==> config.mk <==
export PLATFORM = sky130hd
export DESIGN_NAME = pipe_hazard_ctrl
export DESIGN_NICKNAME = d
export VERILOG_FILES = /design/src/rtl/pipe_hazard_ctrl.sv
export SDC_FILE = /design/constraint.sdc
export NUM_CORES = 1
export LEC_CHECK = 0
export ABC_AREA = 1
export CAP_MARGIN = 20
export CELL_PAD_IN_SITES_DETAIL_PLACEMENT = 0
export CELL_PAD_IN_SITES_GLOBAL_PLACEMENT = 1
export CORE_UTILIZATION = 31
export CTS_CLUSTER_SIZE = 14
export DETAILED_ROUTE_END_ITERATION = 10
export PLACE_DENSITY = 0.91
export SYNTH_ARGS = -nofsm -noshare
export SYNTH_HDL_FRONTEND = slang
export SYNTH_SLANG_ARGS = --single-unit
export TNS_END_PERCENT = 100
==> constraint.sdc <==
create_clock -name clk -period 4.29 [get_ports clk]
set_input_delay 0.858 -clock clk [delete_from_list [all_inputs] [get_ports clk]]
set_output_delay 0.858 -clock clk [all_outputs]
set_load 0.1 [all_outputs]
==> src/rtl/pipe_hazard_ctrl.sv <==
// pipe_hazard_ctrl: central stall/flush controller for the 5-stage in-order pipeline.
//
// Produces per-stage hold (stall*) and bubble (flush*) controls for the F/D/E/M/W
// pipeline registers from data-bus waits, multi-cycle execute and load-use hazards.
// It also sequences E-stage redirects into the PC. If a redirect arrives while
// a fetch is in flight, the target is parked in tgt_q. The stale instruction
// is dropped when that fetch returns.
//
// Ports:
//   clk, reset          clock, asynchronous active-high reset
//   ireq_busy           fetch waiting on instruction bus
//   dreq_busy           M-stage access waiting on data bus
//   ex_busy             multi-cycle E unit not done
//   load_use            D sources a load destination in E
//   redirect_valid/pc   redirect request and target from E
//   stallF/D/E/M        hold pipeline registers
//   flushD/E/M/W        load bubble into pipeline registers
//   pc_we, pc_next      PC write strobe and redirect target
//   redir_pending       redirect parked waiting for the fetch to return
//   perf_stall_cnt      cycles with stallF=1 (optional)
//   perf_flush_cnt      accepted redirects (optional)
//
// Optional feature macro: PIPE_HAZARD_PERF_EN enables the two performance
// counters. When the macro is undefined, both counter ports are tied to 0.

module pipe_hazard_ctrl #(
  parameter int unsigned PC_W  = 64,
  parameter int unsigned CNT_W = 32
) (
  input  logic             clk,
  input  logic             reset,
  input  logic             ireq_busy,
  input  logic             dreq_busy,
  input  logic             ex_busy,
  input  logic             load_use,
  input  logic             redirect_valid,
  input  logic [PC_W-1:0]  redirect_pc,
  output logic             stallF,
  output logic             stallD,
  output logic             stallE,
  output logic             stallM,
  output logic             flushD,
  output logic             flushE,
  output logic             flushM,
  output logic             flushW,
  output logic             pc_we,
  output logic [PC_W-1:0]  pc_next,
  output logic             redir_pending,
  output logic [CNT_W-1:0] perf_stall_cnt,
  output logic [CNT_W-1:0] perf_flush_cnt
);

  typedef enum logic [0:0] {StRun, StWaitFetch} state_e;

  state_e            state_q, state_d;
  logic [PC_W-1:0]   tgt_q, tgt_d;
  logic              redir_accept;

  always_ff @(posedge clk or posedge reset) begin
    if (reset) begin
      state_q <= StRun;
      tgt_q   <= '0;
    end else begin
      state_q <= state_d;
      tgt_q   <= tgt_d;
    end
  end

  always_comb begin
    state_d       = state_q;
    tgt_d         = tgt_q;
    redir_accept  = 1'b0;
    stallF        = 1'b0;
    stallD        = 1'b0;
    stallE        = 1'b0;
    stallM        = 1'b0;
    flushD        = 1'b0;
    flushE        = 1'b0;
    flushM        = 1'b0;
    flushW        = 1'b0;
    pc_we         = 1'b0;
    pc_next       = '0;
    redir_pending = 1'b0;

    // Priority stall sources; each stalled stage bubbles the first unstalled one after it.
    if (dreq_busy) begin
      {stallF, stallD, stallE, stallM} = 4'b1111;
      flushW = 1'b1;
    end else if (ex_busy) begin
      {stallF, stallD, stallE} = 3'b111;
      flushM = 1'b1;
    end else if (load_use) begin
      {stallF, stallD} = 2'b11;
      flushE = 1'b1;
    end

    unique case (state_q)
      StRun: begin
        // stallE=0 here means only a load-use stall can be active; the redirect kills
        // both younger instructions, so that stall is moot.
        if (redirect_valid && !stallE) begin
          redir_accept = 1'b1;
          flushD       = 1'b1;
          flushE       = 1'b1;
          stallF       = 1'b0;
          stallD       = 1'b0;
          if (!ireq_busy) begin
            pc_we   = 1'b1;
            pc_next = redirect_pc;
          end else begin
            tgt_d   = redirect_pc;
            state_d = StWaitFetch;
          end
        end
      end
      StWaitFetch: begin
        redir_pending = 1'b1;
        pc_next       = tgt_q;
        if (ireq_busy) begin
          stallF = 1'b1;
        end else if (!dreq_busy) begin
          // Fetch returned: write the parked target and drop the stale instruction.
          pc_we   = 1'b1;
          flushD  = 1'b1;
          state_d = StRun;
        end
      end
    endcase

    if (reset) begin
      {stallF, stallD, stallE, stallM} = 4'b0000;
      {flushD, flushE, flushM, flushW} = 4'b1111;
      pc_we         = 1'b0;
      pc_next       = '0;
      redir_pending = 1'b0;
      redir_accept  = 1'b0;
    end
  end

`ifdef PIPE_HAZARD_PERF_EN
  logic [CNT_W-1:0] stall_cnt_q, flush_cnt_q;

  always_ff @(posedge clk or posedge reset) begin
    if (reset) begin
      stall_cnt_q <= '0;
      flush_cnt_q <= '0;
    end else begin
      if (stallF)       stall_cnt_q <= stall_cnt_q + CNT_W'(1);
      if (redir_accept) flush_cnt_q <= flush_cnt_q + CNT_W'(1);
    end
  end

  assign perf_stall_cnt = stall_cnt_q;
  assign perf_flush_cnt = flush_cnt_q;
`else
  logic unused_redir_accept;
  assign unused_redir_accept = redir_accept;
  assign perf_stall_cnt      = '0;
  assign perf_flush_cnt      = '0;
`endif

`ifndef SYNTHESIS
  // E holds a bubble while a redirect is parked, so a new redirect here is a pipeline bug.
  assert property (@(posedge clk) disable iff (reset)
                   !(state_q == StWaitFetch && redirect_valid));
`endif

endmodule
==> results of run 1 <==
[cell type report]
| cell class | instances | area, sq um | area share [%] |
|---|---|---|---|
| inverter | 72 | 270.3 | 4.094 |
| sequential | 65 | 1628 | 24.66 |
| clock inverter | 2 | 10.01 | 0.1516 |
| multi-input combinational | 414 | 1982 | 30.02 |
| timing repair buffer | 150 | 2202 | 33.36 |
| clock buffer | 14 | 284.0 | 4.302 |
| tap | 180 | 225.2 | 3.412 |
[layer usage]
layer / vias to the layer above / track usage [%]
met3: 8 / 3.806
met4: 0 / 4.784
li1: 1926 / -
met1: 1688 / 19.30
met5: - / 0
met2: 124 / 23.46
[stage by stage]
step	instances	power [mW]	instance area, sq um
after detailed placement	881	1.847	6307
after floorplan	649	1.619	4619
final	897	2.537	6601
after CTS	897	2.575	6601
after global placement	881	1.836	6307
after global routing	897	2.672	6601
[final timing paths]
kind / from / depth (start not counted) / endpoint / slack, ns
worst min-delay path: tgt_q[43] / 2 / tgt_q[43] / 0.48
worst min register to register: tgt_q[43] / 2 / tgt_q[43] / 0.48
worst max-delay path: ex_busy / 7 / pc_next[55] / 0.57
max in group asynchronous: reset / 3 / tgt_q[11] / 2.27
min in group asynchronous: reset / 2 / tgt_q[55] / 0.96
worst max register to register: state_q / 6 / tgt_q[37] / 2.08
[cell families after synthesis]
logic type / after synthesis / share of synthesized area, %
and+or+nand+nor: 215 / 19.93
buffers and inverters: 170 / 23.24
AOI/OAI and AO/OA: 135 / 19.64
DFF: 65 / 37.11
other: 1 / 0.08556
[state kept, by name, indices dropped and copies added (netlist names)]
| register | cells |
|---|---|
| state_q | 1 |
| tgt_q | 64 |
[cell usage in the layout, fill, tap and decap left out, types with 2 or more instances in the layout]
cell type        count
nor2_2              16
nand2_1            138
clkbuf_8             4
o21ai_1             42
nand2_2              2
o21ai_0              8
nor2_1              55
a21oi_1             35
clkinv_2             2
clkbuf_16            9
buf_12              72
inv_1               69
o21ai_2             49
inv_2                3
buf_4                8
dfrtp_1             64
clkdlybuf4s50_1     70
conb_1              64
[report_power, final]
part,internal (mW),switching [mW]
clock,0.452,0.254
sequential,0.728,0.0620
combinational,0.297,0.744
[worst register-to-register path, stage by stage (launching register included)]
cell and delay (ns):
dfrtp_2 0.41, buf_4 0.52, nor2_2 0.14, nand3_4 0.35, buf_4 0.50, nand2_1 0.14
o21ai_2 0.08
==> impl_metrics.toml, run 1 <==
[run_status]
outcome = "completed"

[floorplan]
core-area_sq_mm = 0.01383
io_pins = 209
dieArea_sq_mm = 0.01462
die_h_um = 120.9
rows = 43
die_width_um = 120.9
initial_core_util_pct = 31.70

[worst_setup_path]
cp_top_family = "simple AND/OR/NAND/NOR gates"
worst-setup-path-type = "primary input to output port"
worstPathArrival_ns = 2.86
cp-start-kind = "primary input"
crit_path_end_kind = "output port"
worstPathCellList = "clkdlybuf4s50_1, nor2_4, nand3_2, nand2_2, nand2_2, nor2_1, buf_12"
crit_path_max_fanout = 32
crit_path_top_delay_cell = "clkdlybuf4s50_1"
crit_required_ns = 3.43
path_common_cell = "nand2_2"
cpPeakStageDelay_ns = 0.47
cp.buffers_inverters = 2

[global_routing]
grt_start_max_net_pins = 67
antenna_found_initial = 0
grt_pass1_wl_mm = 17.06
gr-total-overflow = 0
first_global_vias = 3409
grt_usage_pct = 14.71

[sta]
finalSetupTns_ns = 0
fmax_mhz = 268.9
post-route-period-util_pct = 86.68
rsz0062_at_grt = "no"
finalWorstSetupSlack_ns = 0.5716
max_slew_margin_pct = 46.84
fin_skew_ns = 0.005507
hold_violations = 0
final_max_slew_viol_count = 0
fin_crit_ns = 3.718
whs_ns = 0.4782
setup_viol = 0
worst_pin_slew_ns = 0.7946

[routing]
wl_met2_mm = 4.785
wl_met1_mm = 4.726
viasPerCell = 4.176
top_layer = "met4"
ant_nets = 0
vias = 3746
drc = 0
drt_iter0_drc = 207
drt_wl_total_mm = 10.32
met3_length_um = 720
firstDrtPassIters = 4
routedWlPerCell_um = 11.50

[yosys]
synth_cells = 586
yosys_register_bits = 65
synth_common_cells = "nand2_1 (138), inv_1 (69), buf_4 (66), dfrtp_1 (65), nor2_1 (55)"
async_flop_share_pct = 100.0
yosysSeqAreaShare_pct = 37.11
synth_edf_count = 0
syn_area_per_cell_sq_um = 7.479
netlist.area_leader.share_pct = 37.11
ys_warn_count = 0
synth_flop_cell = "dfrtp_1"
yosys.area.top_type = "dfrtp_1"
ys_types = 20
yosys-top-cells-area = "dfrtp_1 (37%), nand2_1 (12%), buf_4 (11%)"
syn-cell-area_sq_mm = 0.004383
synth.most_common_cell = "nand2_1"

[job]
maxCapViolCount = 0

[clocking]
clock_latency_ns = 0.32
cts_buffer_depth = 2
clk_pin_slew_worst_paths_ns = 0.05
clockRootBuffer = "clkbuf_16"
postCtsSetupRepairBufs = 0
cts.sinks = 65
postCtsResizedCells = 0
cts_tree = "yes"
hold_buffers = 0
cts_made_buffers = 9
htreeDepth = 3

[placed_design]
io_buffers = 144
dp_slack_ns = 0.5278
post-dp-hpwl_mm = 7.248
gp_congestion = 0.7830

[final_layout]
final_nets = 783
num-fill-cells = 1353
drive_gt1_share_pct = 23.57
diodes = 0
fin_util_pct = 47.74
area_growth_pct = 50.61

[power]
power-per-cell-area_mw_per_mm2 = 384.4
ir_worst_vdd_uv = 154.4
p_leak_nw = 3.148

[min_path]
hold_class = "flop to flop"
No activity file was read; power rests on OpenSTA's default activity.
==> run 2: changes to the inputs <==
--- a/config.mk
+++ b/config.mk
@@ -10,6 +10,7 @@
 export CELL_PAD_IN_SITES_DETAIL_PLACEMENT = 0
 export CELL_PAD_IN_SITES_GLOBAL_PLACEMENT = 1
 export CORE_UTILIZATION = 31
+export CTS_CLUSTER_DIAMETER = 120
 export CTS_CLUSTER_SIZE = 14
 export DETAILED_ROUTE_END_ITERATION = 10
 export PLACE_DENSITY = 0.91
==> results of run 2 <==
No change in the layout: final DEF, timing and power equal those of run 1.
==> run 3: changes to the inputs <==
--- a/config.mk
+++ b/config.mk
@@ -14,6 +14,7 @@
 export CTS_CLUSTER_SIZE = 14
 export DETAILED_ROUTE_END_ITERATION = 10
 export PLACE_DENSITY = 0.91
+export SLEW_MARGIN = 10
 export SYNTH_ARGS = -nofsm -noshare
 export SYNTH_HDL_FRONTEND = slang
 export SYNTH_SLANG_ARGS = --single-unit
==> results of run 3 <==
No change in the layout: final DEF, timing and power equal those of run 1.
